[config.mk]
export PLATFORM = sky130hd
export DESIGN_NAME = div_result_bcd_flat
export DESIGN_NICKNAME = d
export VERILOG_FILES = /design/src/rtl/div_result_bcd_if.sv /design/src/rtl/div_result_bcd.sv /design/src/flat_wrapper.sv
export SDC_FILE = /design/constraint.sdc
export NUM_CORES = 1
export LEC_CHECK = 0
export CAP_MARGIN = 20
export CORE_ASPECT_RATIO = 1.1
export CORE_MARGIN = 2
export CORE_UTILIZATION = 45
export CTS_CLUSTER_DIAMETER = 80
export DETAILED_ROUTE_END_ITERATION = 7
export PLACE_DENSITY = 0.69
export SLEW_MARGIN = 40
export SYNTH_ARGS = -nofsm -noshare
export SYNTH_HDL_FRONTEND = slang
export SYNTH_SLANG_ARGS = --single-unit
[constraint.sdc]
create_clock -name clk -period 2.53 [get_ports clk]
set_input_delay 0.6325 -clock clk [delete_from_list [all_inputs] [get_ports clk]]
set_output_delay 0.6325 -clock clk [all_outputs]
set_load 0.02 [all_outputs]
[src/rtl/div_result_bcd_if.sv]
// Handshake bundle between the divider, the binary-to-BCD converter and the readout logic.
// The master side is the upstream/consumer pair, and the slave side is the converter.
interface div_result_bcd_if #(
    parameter int SIZE   = 4,
    parameter int DIGITS = 2
);
    logic                  in_valid;
    logic                  in_ready;
    logic [SIZE-1:0]       quo;
    logic [SIZE-1:0]       rem;
    logic                  out_valid;
    logic                  out_ready;
    logic [4*DIGITS-1:0]   quo_bcd;
    logic [4*DIGITS-1:0]   rem_bcd;
    logic                  busy;

    modport master (
        output in_valid, quo, rem, out_ready,
        input  in_ready, out_valid, quo_bcd, rem_bcd, busy
    );

    modport slave (
        input  in_valid, quo, rem, out_ready,
        output in_ready, out_valid, quo_bcd, rem_bcd, busy
    );
endinterface

[src/rtl/div_result_bcd.sv]
// Sequential double-dabble converter for the divider's quotient/remainder pair.
// It converts one bit per clock and holds the packed BCD result until the consumer takes it.
module div_result_bcd #(
    parameter int SIZE   = 4,
    parameter int DIGITS = 2,
    parameter int CNT_W  = 8
) (
    input  logic               clk,
    input  logic               rst,
    div_result_bcd_if.slave    bus
);
    localparam int ACC_W = 4 * DIGITS;
    localparam logic [CNT_W-1:0] CNT_LAST = CNT_W'(SIZE - 1);

    typedef enum logic [1:0] {
        S_IDLE = 2'd0,
        S_CONV = 2'd1,
        S_DONE = 2'd2
    } state_t;

    state_t             r_state;
    state_t             w_state_nxt;
    logic [CNT_W-1:0]   r_cnt;
    logic [SIZE-1:0]    r_quo_bin;
    logic [SIZE-1:0]    r_rem_bin;
    logic [ACC_W-1:0]   r_quo_acc;
    logic [ACC_W-1:0]   r_rem_acc;
    logic               r_in_ready;
    logic               r_out_valid;
    logic               r_busy;

    logic [ACC_W-1:0]   w_quo_adj;
    logic [ACC_W-1:0]   w_rem_adj;
    logic [ACC_W-1:0]   w_quo_acc_sh;
    logic [ACC_W-1:0]   w_rem_acc_sh;
    logic [SIZE-1:0]    w_quo_bin_sh;
    logic [SIZE-1:0]    w_rem_bin_sh;

    // Add 3 to every digit of 5 or more so that the following shift carries into the next decade.
    function automatic logic [ACC_W-1:0] dabble_adj(input logic [ACC_W-1:0] acc);
        logic [ACC_W-1:0] res;
        logic [3:0]       dig;
        res = acc;
        for (int i = 0; i < DIGITS; i++) begin
            dig = acc[4*i +: 4];
            if (dig >= 4'd5) begin
                res[4*i +: 4] = dig + 4'd3;
            end else begin
                res[4*i +: 4] = dig;
            end
        end
        return res;
    endfunction

    // Combined adjust-then-shift step applied to both values.
    always_comb begin
        w_quo_adj    = dabble_adj(r_quo_acc);
        w_rem_adj    = dabble_adj(r_rem_acc);
        w_quo_acc_sh = {w_quo_adj[ACC_W-2:0], r_quo_bin[SIZE-1]};
        w_rem_acc_sh = {w_rem_adj[ACC_W-2:0], r_rem_bin[SIZE-1]};
        w_quo_bin_sh = {r_quo_bin[SIZE-2:0], 1'b0};
        w_rem_bin_sh = {r_rem_bin[SIZE-2:0], 1'b0};
    end

    // Next-state logic for the IDLE/CONV/DONE sequencer.
    always_comb begin
        w_state_nxt = r_state;
        case (r_state)
            S_IDLE: begin
                if (bus.in_valid) begin
                    w_state_nxt = S_CONV;
                end else begin
                    w_state_nxt = S_IDLE;
                end
            end
            S_CONV: begin
                if (r_cnt == CNT_LAST) begin
                    w_state_nxt = S_DONE;
                end else begin
                    w_state_nxt = S_CONV;
                end
            end
            S_DONE: begin
                if (bus.out_ready) begin
                    w_state_nxt = S_IDLE;
                end else begin
                    w_state_nxt = S_DONE;
                end
            end
            default: w_state_nxt = S_IDLE;
        endcase
    end

    // State, handshake flags and datapath registers.
    // The flags are derived from the next state, so the outputs are registered.
    always_ff @(posedge clk) begin
        if (rst) begin
            r_state     <= S_IDLE;
            r_cnt       <= {CNT_W{1'b0}};
            r_quo_bin   <= {SIZE{1'b0}};
            r_rem_bin   <= {SIZE{1'b0}};
            r_quo_acc   <= {ACC_W{1'b0}};
            r_rem_acc   <= {ACC_W{1'b0}};
            r_in_ready  <= 1'b1;
            r_out_valid <= 1'b0;
            r_busy      <= 1'b0;
        end else begin
            r_state     <= w_state_nxt;
            r_in_ready  <= (w_state_nxt == S_IDLE);
            r_busy      <= (w_state_nxt == S_CONV);
            r_out_valid <= (w_state_nxt == S_DONE);
            case (r_state)
                S_IDLE: begin
                    if (bus.in_valid) begin
                        r_quo_bin <= bus.quo;
                        r_rem_bin <= bus.rem;
                        r_quo_acc <= {ACC_W{1'b0}};
                        r_rem_acc <= {ACC_W{1'b0}};
                        r_cnt     <= {CNT_W{1'b0}};
                    end
                end
                S_CONV: begin
                    r_quo_acc <= w_quo_acc_sh;
                    r_rem_acc <= w_rem_acc_sh;
                    r_quo_bin <= w_quo_bin_sh;
                    r_rem_bin <= w_rem_bin_sh;
                    r_cnt     <= r_cnt + {{(CNT_W-1){1'b0}}, 1'b1};
                end
                default: r_cnt <= r_cnt;
            endcase
        end
    end

    assign bus.in_ready  = r_in_ready;
    assign bus.out_valid = r_out_valid;
    assign bus.busy      = r_busy;
    assign bus.quo_bcd   = r_quo_acc;
    assign bus.rem_bcd   = r_rem_acc;

endmodule

[src/flat_wrapper.sv]
// flat-port wrapper written by rule: the top's interface ports become plain ports
module div_result_bcd_flat 
#(
    parameter int SIZE   = 4,
    parameter int DIGITS = 2,
    parameter int CNT_W  = 8
)
  (clk, rst, bus_in_valid, bus_quo, bus_rem, bus_out_ready, bus_in_ready, bus_out_valid, bus_quo_bcd, bus_rem_bcd, bus_busy);
  div_result_bcd_if #(.SIZE(SIZE), .DIGITS(DIGITS)) bus_i ();
  input  logic clk;
  input  logic rst;
  input wire logic [$bits(bus_i.in_valid)-1:0] bus_in_valid;
  input wire logic [$bits(bus_i.quo)-1:0] bus_quo;
  input wire logic [$bits(bus_i.rem)-1:0] bus_rem;
  input wire logic [$bits(bus_i.out_ready)-1:0] bus_out_ready;
  output wire logic [$bits(bus_i.in_ready)-1:0] bus_in_ready;
  output wire logic [$bits(bus_i.out_valid)-1:0] bus_out_valid;
  output wire logic [$bits(bus_i.quo_bcd)-1:0] bus_quo_bcd;
  output wire logic [$bits(bus_i.rem_bcd)-1:0] bus_rem_bcd;
  output wire logic [$bits(bus_i.busy)-1:0] bus_busy;
  assign bus_i.in_valid = bus_in_valid;
  assign bus_i.quo = bus_quo;
  assign bus_i.rem = bus_rem;
  assign bus_i.out_ready = bus_out_ready;
  assign bus_in_ready = bus_i.in_ready;
  assign bus_out_valid = bus_i.out_valid;
  assign bus_quo_bcd = bus_i.quo_bcd;
  assign bus_rem_bcd = bus_i.rem_bcd;
  assign bus_busy = bus_i.busy;
  div_result_bcd #(.SIZE(SIZE), .DIGITS(DIGITS), .CNT_W(CNT_W)) u_core (.clk(clk), .rst(rst), .bus(bus_i));
endmodule
==> results of run 1 <==
==> final timing paths <==
check / from / end / slack (ns) / depth (start not counted)
worst min-delay path: u_core.bus.rem_bcd[7] / u_core.bus.rem_bcd[7] / 0.50 / 2
worst max register to register: u_core.r_state[0] / u_core.r_cnt[7] / 0.82 / 3
worst max-delay path: u_core.bus.quo_bcd[0] / bus_quo_bcd[0] / 0.52 / 1
worst min register to register: u_core.bus.rem_bcd[7] / u_core.bus.rem_bcd[7] / 0.50 / 2
==> layer usage <==
metal  track usage, %  wire [um]  up-vias
li1                 -          -      847
met1             23.3       1900      781
met2             32.1       1960       26
met3             4.71        137        8
met4             6.94         63        0
met5                0          0        -
==> sequential cells by signal, indices dropped and copies added (netlist names) <==
name,flops
u_core.bus.in_ready,1
u_core.bus.busy,1
u_core.r_cnt,8
u_core.bus.out_valid,1
u_core.bus.rem_bcd,8
u_core.r_state,2
u_core.r_quo_bin,4
u_core.r_rem_bin,4
u_core.bus.quo_bcd,8
==> layout make-up <==
cell class	count	area (um^2)
fillers	376	1620
multi-input cells	144	1000
flip-flops and latches	37	741
repair buffers	36	345
inverters	21	78.8
clock buffers	5	68.8
well taps	52	65.1
clock inverters	3	46.3
==> cell families (layout without fill, tap and decap cells) <==
| group | count (synthesis) | count (layout) |
|---|---|---|
| simple gates | 57 | 57 |
| mux | 2 | 2 |
| xor+xnor | 2 | 2 |
| buf+inv | 29 | 65 |
| fa+ha+maj | 9 | 9 |
| compound gates | 74 | 74 |
| flops | 37 | 37 |
==> cell usage after synthesis, types with 2 or more instances <==
library cell  count  area share [%]
dfxtp_1          37              40
inv_1            19             3.8
o21ai_0          15             4.0
a21oi_1          14             3.8
nand3_1          13             3.5
o211ai_1         12             4.8
nor2_1           10             2.0
ha_1              9             6.0
o2111ai_1         8             3.8
o21a_1            6             2.4
o22ai_1           6             2.0
a22oi_1           5             2.0
nand2_1           5             1.0
nand2b_1          5             1.7
nor2b_1           5             1.7
nor4b_1           5             2.3
or3_1             4             1.3
buf_2             3            0.81
a32o_1            2             1.1
buf_4             2            0.81
clkbuf_1          2            0.40
nor3_1            2            0.54
nor3b_1           2            0.81
xnor2_1           2            0.94
==> power groups by stage <==
| stage | Sequential (mW) | Clock (mW) | Combinational (mW) |
|---|---|---|---|
| floorplan | 0.628 | 0 | 0.0762 |
| global placement | 0.629 | 0 | 0.126 |
| detailed placement | 0.630 | 0 | 0.127 |
| CTS | 0.616 | 0.541 | 0.127 |
| global route | 0.618 | 0.566 | 0.140 |
| finish | 0.616 | 0.529 | 0.127 |
==> results.md, run 1 <==
* Outcome: finished clean
* Vias in the first global route at around 1600
* Area of the die at ~4700 um^2
* Number of flops mapped to enable cells by yosys at 0
* CP top delay family: buffers and inverters
* Hold Path Class: reg2reg
* Maxcap violations at 0
* TritonCTS clock tree: yes
* Layout Nets at between 200 and 300
* Post-route setup slack at around 0.52 ns
* Critical path arrival at around 1.4 ns
* DRC violation count after routing at 0
* Most common cell after layout, fill and taps aside: dfxtp_1
* Post-CTS setup buffer count at 0
* Count of warnings emitted by yosys at 0
* Count of instances resized after the clock tree is built at 0
* Max-slew violation count at 0
* Peak supply drop at ~430 uV
* Antenna viol nets, final at 0
* Skew final at about 0.0034 ns
* Top achievable clock speed at 0.498 GHz
* Fraction of layout instances using a drive strength above 1 at under 10%
* Portion of total power attributed to combinational logic at approximately 10%
* Delay of the slowest cell on the worst path at 0.64 ns
* Post-Place Worst Slack at between 0.3 and 0.4 ns
* Final-layout setup total negative slack at 0 ns
* Internal power at roughly 0.95 mW
* Final-report setup violation count at 0
* Static power due to leakage at just under 0.8 nW
* Maximum clock path buffer count at 2
* Cell row count at 24
* Crit Path Category: reg2out
* Number of buffer cells added on primary ports at 30
* Clock group share of total power at 41.6%
* Parity-gate share of the synthesized area counting xor and xnor cells at less than 1%
* Placed cells at 290
* Post-place instance area at between 2000 and 2500 um^2
* Total vias in the final route at ~1700
* Total detailed-routing wirelength at 4060 um
* Clock slew at the register clock pins of the worst setup and hold paths at roughly 0.08 ns
* Number of buffers added by the clock tree synthesis step at 5
* Final design instance area without fill at approximately 2300 um^2
* Count of routing violations after the opening detailed-route iteration at 69
* Worst max-slew margin expressed relative to the limit at a little under two thirds
* Hpwl dp at between 2000 and 3000 um
* Area growth, synth to finish at 26.0%
* TritonCTS sink count at 37
* Post-synthesis compound-gate area fraction at a little over a quarter
* Tmin final at ~2.0 ns
* Combinational family with the most area after synthesis: compound AO/OA/AOI/OAI gates
* Die height at a little over 70 um
* Simple-Gate Fraction of Synth Area at around a fifth
* Sw Share at 24.9%
* Synthesized net count at roughly 230
* Pin count of the biggest net entering global routing at 19
* CP Max Fanout at 6
* Sequential cell fraction of total power at around 48%
* Master of the slowest instance on the critical path: clkdlybuf4s50_1
* Cell at the root of the clock tree: clkbuf_8
* Adder and majority gate portion of the synthesized area at ~6.0%
* Overall routing resource usage at between 10% and 20%
* Util after Layout at between 50% and 60%
* Mux share of post-synthesis cell area at about 1.1%
* Global-route wire length before repair at between 6000 and 7000 um
* Number of antenna violations at the first check in global routing at 0
* Unique masters post-synth at 41
* Ordered cell list for the critical path: clkdlybuf4s50_1
* Setup crit end kind: output port
* Sequential element share of the synthesized area at between 30% and 40%
* Worst endpoint required time at around 1.9 ns
* Worst hold slack after final layout at just under 0.5 ns
* Mapped Area at 1860 um^2
* Pwr/cell area at approximately 540 nW/um^2
* Main flop type after synthesis: dfxtp_1
* Unrepaired setup endpoints after global routing: no
* Number of endpoints with negative hold slack in the final report at 0
* Weighted congestion reported at the end of routability-driven placement at about 0.77
* Fraction of synthesis flops using an asynchronous set or reset pin at 0%
* Flop and latch count out of synthesis at 37
* Routed length per instance at 13.6 um
* Final worst path period share at approximately 80%
* Final Total Pwr at about 1.3 mW
* Critical path buffers and inverters at 1
* ANT cells at 0
* Startpoint type of the worst setup path: flip-flop
* Gate count after technology mapping at 210
* Commonest cells after routing, fill and taps aside: 37 x dfxtp_1, 30 x clkdlybuf4s50_1, 19 x inv_1
* # hold bufs at CTS at 0
* Effective utilization at floorplan at between 40 and 50%
* Depth of the CTS H-tree at 2
* Vias/cell at approximately 5.6
* Worst-Margin Slew at approximately 0.55 ns
* First-pass iteration count of the detailed router at 4
* Width of the die at 65.4 um
* Number of primary I/O pins at 31
* Final instance count without filler cells at between 200 and 300
* Insertion delay to the later sink of the worst-skew pair at ~0.30 ns
* Mean area per synthesized cell at between 8 and 9 um^2
* Core region area at about 4000 um^2
* Overflow left after global routing at 0
* Net Sw Power at ~0.32 mW
(Power assumes the default switching activity.)
==> run 2: changes to the inputs <==
==> constraint.sdc (replaced) <==
create_clock -name clk -period 2.1 [get_ports clk]
set_input_delay 0.525 -clock clk [delete_from_list [all_inputs] [get_ports clk]]
set_output_delay 0.525 -clock clk [all_outputs]
set_load 0.02 [all_outputs]
==> results.md, run 2 (synthesis gave the netlist of run 1 again) <==
* Max-slew violation count at 0
* Number of buffer cells added on primary ports at 30
* Area growth, synth to finish at 27.2%
* Cell depth of the worst hold path at 2
* Pin count of the biggest net entering global routing at 19
* Overflow left after global routing at 0
* TritonCTS sink count at 37
* Critical path buffers and inverters at 1
* Total vias in the final route at 1679
* Most common cell after layout, fill and taps aside: dfxtp_1
* Crit Path Category: reg2out
* Width of the die at 65.4 um
* Commonest cells after routing, fill and taps aside: 37 x dfxtp_1, 30 x clkdlybuf4s50_1, 19 x inv_1
* Routed length per instance at 14.0 um
* Final-report setup violation count at 0
* Overall routing resource usage at 19.1%
* Post-CTS setup buffer count at 0
* Count of instances resized after the clock tree is built at 0
* Worst endpoint required time at ~1.6 ns
* Peak supply drop at about 540 uV
* Sequential cell fraction of total power at just under 50%
* Portion of total power attributed to combinational logic at around a tenth
* Total detailed-routing wirelength at around 4200 um
* Effective utilization at floorplan at ~47%
* Terminus of the critical flop-to-flop path: u_core.r_cnt[7]
* Worst hold slack after final layout at around 0.5 ns
* Delay of the slowest cell on the worst path at around 0.65 ns
* Sw Share at a little under a quarter
* First-pass iteration count of the detailed router at 4
* Critical path arrival at roughly 1.4 ns
* Hpwl dp at 3010 um
* Depth of the CTS H-tree at 2
* Number of endpoints with negative hold slack in the final report at 0
* Maximum clock path buffer count at 2
* Clock group share of total power at slightly above 40%
* Vias in the first global route at about 1600
* Minimum setup slack among reg-to-reg paths at between 0.4 and 0.5 ns
* Ordered cell list for the critical path: clkdlybuf4s50_1
* # hold bufs at CTS at 0
* Setup crit end kind: output port
* Hold Path Class: reg2reg
* FF-to-FF Start: u_core.r_state[0]
* Global-route wire length before repair at just under 7000 um
* TritonCTS clock tree: yes
* Area of the die at roughly 4700 um^2
* Cell row count at 24
* Unrepaired setup endpoints after global routing: no
* Tmin final at 1.90 ns
* ANT cells at 0
* Util after Layout at approximately three fifths
* Worst-Margin Slew at about 0.57 ns
* Cell at the root of the clock tree: clkbuf_8
* Final-layout setup total negative slack at 0 ns
* Hold path startpoint: u_core.bus.rem_bcd[7]
* Pwr/cell area at between 600 and 700 nW/um^2
* Top achievable clock speed at 0.527 GHz
* Startpoint type of the worst setup path: flip-flop
* Die height at 71.5 um
* Post-Place Worst Slack at between 0.1 and 0.15 ns
* Core region area at 3960 um^2
* Post-route setup slack at between 0.2 and 0.25 ns
* Final worst path period share at around nine tenths
* Antenna viol nets, final at 0
* CP top delay family: buffers and inverters
* Worst max-slew margin expressed relative to the limit at 62.2%
* Static power due to leakage at roughly 0.8 nW
* Number of buffers added by the clock tree synthesis step at 5
* Number of antenna violations at the first check in global routing at 0
* Layout Nets at ~270
* Skew final at 0.00253 ns
* Outcome: finished clean
* Master of the slowest instance on the critical path: clkdlybuf4s50_1
* End of the worst hold path: u_core.bus.rem_bcd[7]
* Internal power at between 1 and 1.5 mW
* CP Max Fanout at 6
* Count of routing violations after the opening detailed-route iteration at 77
* Weighted congestion reported at the end of routability-driven placement at 0.826
* DRC violation count after routing at 0
* Final Total Pwr at 1.54 mW
* Fraction of layout instances using a drive strength above 1 at about a tenth
* Net Sw Power at around 0.35 mW
* Maxcap violations at 0
* Vias/cell at approximately 5.6
* Insertion delay to the later sink of the worst-skew pair at ~0.29 ns
* Clock slew at the register clock pins of the worst setup and hold paths at around 0.070 ns
* Number of primary I/O pins at 31
* Length in cells of the worst reg-to-reg path at 3
run 2: worst max-delay path by stage:
stage	startpoint	endpoint	slack [ns]	cells past startpoint
2_1_floorplan	bus_in_valid	u_core.r_cnt[7]	0.66	3
3_3_place_gp	bus_in_valid	u_core.r_cnt[7]	0.13	4
3_5_place_dp	bus_in_valid	u_core.r_cnt[7]	0.12	4
4_1_cts	u_core.bus.quo_bcd[0]	bus_quo_bcd[0]	0.20	1
5_1_grt	u_core.bus.rem_bcd[0]	bus_rem_bcd[0]	0.17	1
6_report	u_core.bus.quo_bcd[0]	bus_quo_bcd[0]	0.20	1
run 2: power groups by stage:
stage	Clock, mW	Sequential, mW	Combinational [mW]
after floorplan	0	0.757	0.0918
after global placement	0	0.756	0.160
after detailed placement	0	0.756	0.162
after CTS	0.645	0.740	0.162
after global routing	0.673	0.742	0.178
final	0.635	0.740	0.162
run 2: cell type report:
class / count / area [um^2]
Fill cell: 379 / 1590
Clock inverter: 1 / 30.0
Tap cell: 52 / 65.1
Timing Repair Buffer: 39 / 368
Multi-Input combinational cell: 144 / 1000
Inverter: 21 / 78.8
Sequential cell: 37 / 741
Clock buffer: 7 / 86.3
run 2: through the flow:
stage               area [um^2]  std cells
detailed placement         2260        293
finish                     2370        301
global placement           2260        293
CTS                        2370        301
floorplan                  1860        210
global route               2370        301
run 2: routing by layer:
metal / track usage [%] / vias up / share of wire (%) / wire, um
li1: - / 852 / - / -
met1: 24.7 / 798 / 48 / 2020
met2: 31.1 / 24 / 48 / 2010
met3: 3.30 / 5 / 3.2 / 134
met4: 9.03 / 0 / 1.4 / 59
met5: 0 / - / 0 / 0
==> run 3: changes to the inputs <==
--- a/config.mk
+++ b/config.mk
@@ -7,7 +7,7 @@
 export LEC_CHECK = 0
 export CAP_MARGIN = 20
 export CORE_ASPECT_RATIO = 1.1
-export CORE_MARGIN = 2
+export CORE_MARGIN = 8
 export CORE_UTILIZATION = 45
 export CTS_CLUSTER_DIAMETER = 80
 export DETAILED_ROUTE_END_ITERATION = 7
==> results.md, run 3 (synthesis gave the netlist of run 1 again) <==
* Final design instance area without fill at ~2400 um^2
* Skew final at 0.00877 ns
* Fraction of layout instances using a drive strength above 1 at about 10%
* GR Layer Usage met3 at around 4%
* Number of buffers added by the clock tree synthesis step at 5
* Total detailed-routing wirelength at ~4300 um
* Most common cell after layout, fill and taps aside: dfxtp_1
* Antenna viol nets, final at 0
* CP Max Fanout at 6
* Tmin final at roughly 1.9 ns
* Overflow left after global routing at 0
* End point of the critical path: bus_quo_bcd[2]
* Hpwl dp at around 3200 um
* Count of routing violations after the opening detailed-route iteration at between 90 and 100
* Unrepaired setup endpoints after global routing: no
* Maximum clock path buffer count at 2
* Number of endpoints with negative hold slack in the final report at 0
* Top achievable clock speed at around 0.53 GHz
* Count of instances resized after the clock tree is built at 0
* Startpoint type of the worst setup path: flip-flop
* # hold bufs at CTS at 0
* TritonCTS clock tree: yes
* Overall routing resource usage at approximately 14%
* Layout Nets at 270
* First-pass iteration count of the detailed router at 4
* Insertion delay to the later sink of the worst-skew pair at 0.29 ns
* Total vias in the final route at between 1500 and 2000
* Master of the slowest instance on the critical path: clkdlybuf4s50_1
* Terminus of the critical flop-to-flop path: u_core.r_cnt[7]
* Met2 track utilization from global routing at 24.8%
* Global-route track usage on met1 at between 10% and 20%
* Number of primary I/O pins at 31
* Delay of the slowest cell on the worst path at between 0.6 and 0.7 ns
* Vias in the first global route at roughly 1700
* Final-layout setup total negative slack at 0 ns
* Global-route wire length before repair at 7650 um
* Vias/cell at between 5 and 6
* Final Total Pwr at ~1.5 mW
* Worst max-slew margin expressed relative to the limit at 63.8%
* Storage cell area at about 740 um^2
* Die height at 83.5 um
* Worst-Margin Slew at 0.543 ns
* Critical path buffers and inverters at 1
* Number of antenna violations at the first check in global routing at 0
* Maxcap violations at 0
* Core region area at ~4000 um^2
* DRC violation count after routing at 0
* Outcome: finished clean
* Minimum setup slack among reg-to-reg paths at around 0.53 ns
* Post-CTS setup buffer count at 0
* CP top delay family: buffers and inverters
* Clock slew at the register clock pins of the worst setup and hold paths at about 0.07 ns
* Critical path depth in cells at 1
* Startpoint of the worst setup timing path: u_core.bus.quo_bcd[2]
* Max-slew violation count at 0
* Weighted congestion reported at the end of routability-driven placement at 0.786
* Commonest cells after routing, fill and taps aside: 37 x dfxtp_1, 30 x clkdlybuf4s50_1, 19 x inv_1
* Effective utilization at floorplan at between 40% and 50%
* Setup crit end kind: output port
* Final-report setup violation count at 0
* Hold Path Class: reg2reg
* Depth of the CTS H-tree at 2
* Pin count of the biggest net entering global routing at 19
* Multi-input gate area at ~1000 um^2
* Filler instances at ~380
* FF-to-FF Start: u_core.r_state[0]
* Cell row count at 24
* Area growth, synth to finish at 27.0%
* Width of the die at slightly below 80 um
* Worst endpoint required time at about 1.6 ns
* Peak supply drop at 455 uV
* Length in cells of the worst reg-to-reg path at 4
* Final worst path period share at 90.2%
* Routed length per instance at around 14 um
* Post-place instance area at between 2000 and 2500 um^2
* Area of the die at ~6500 um^2
* Layer carrying the most global-route usage: met2
* Pwr/cell area at between 600 and 700 nW/um^2
* Number of buffer cells added on primary ports at 30
* Critical path arrival at about 1.4 ns
* Crit Path Category: reg2out
* Static power due to leakage at around 0.8 nW
* ANT cells at 0
* Cell at the root of the clock tree: clkbuf_8
* TritonCTS sink count at 37
* Ordered cell list for the critical path: clkdlybuf4s50_1
[run 3: changes by cell type in the layout (fill, tap and decap cells not counted), sizes merged]
cell    change
clkbuf      -2
buf         +1
clkinv      +1
[run 3: per-stage QoR]
step | util [%] | hold slack (ns) | worst slack (ns) | std cells
6_report | 59.7 | 0.482 | 0.205 | 301
5_1_grt | 59.7 | 0.510 | 0.134 | 301
4_1_cts | 59.7 | 0.485 | 0.199 | 301
3_5_place_dp | 57.1 | 0.477 | 0.123 | 294
3_3_place_gp | 57.1 | 0.475 | 0.144 | 294
2_1_floorplan | - | 0.460 | 0.659 | 210
[run 3: how the worst min path moves through the flow]
stage                                        to             startpoint  slack [ns]  cells past startpoint
after floorplan           u_core.bus.quo_bcd[0]    u_core.r_quo_bin[3]        0.46                      2
after global placement    u_core.bus.rem_bcd[7]  u_core.bus.rem_bcd[7]        0.48                      2
after detailed placement  u_core.bus.rem_bcd[7]  u_core.bus.rem_bcd[7]        0.48                      2
after CTS                 u_core.bus.rem_bcd[7]  u_core.bus.rem_bcd[7]        0.49                      2
after global routing      u_core.bus.rem_bcd[7]  u_core.bus.rem_bcd[7]        0.51                      2
final                     u_core.bus.rem_bcd[7]  u_core.bus.rem_bcd[7]        0.48                      2
[run 3: area by class of cell]
type	count	area share, %
inverter	21	3.33
tap	52	2.75
clock buffer	5	2.91
multi-input combinational	144	42.4
sequential	37	31.3
clock inverter	2	1.48
timing repair buffer	40	15.9
[run 3: metal layers]
layer	up-vias	part of all wire [%]
met5	-	0
met1	808	44
met3	7	2.6
li1	852	-
met4	0	1.7
met2	16	52
[run 3: where the power goes]
part | switching, mW | internal, mW
Clock | 0.241 | 0.345
Combinational | 0.0867 | 0.0780
Sequential | 0.0154 | 0.724
Total | 0.343 | 1.15
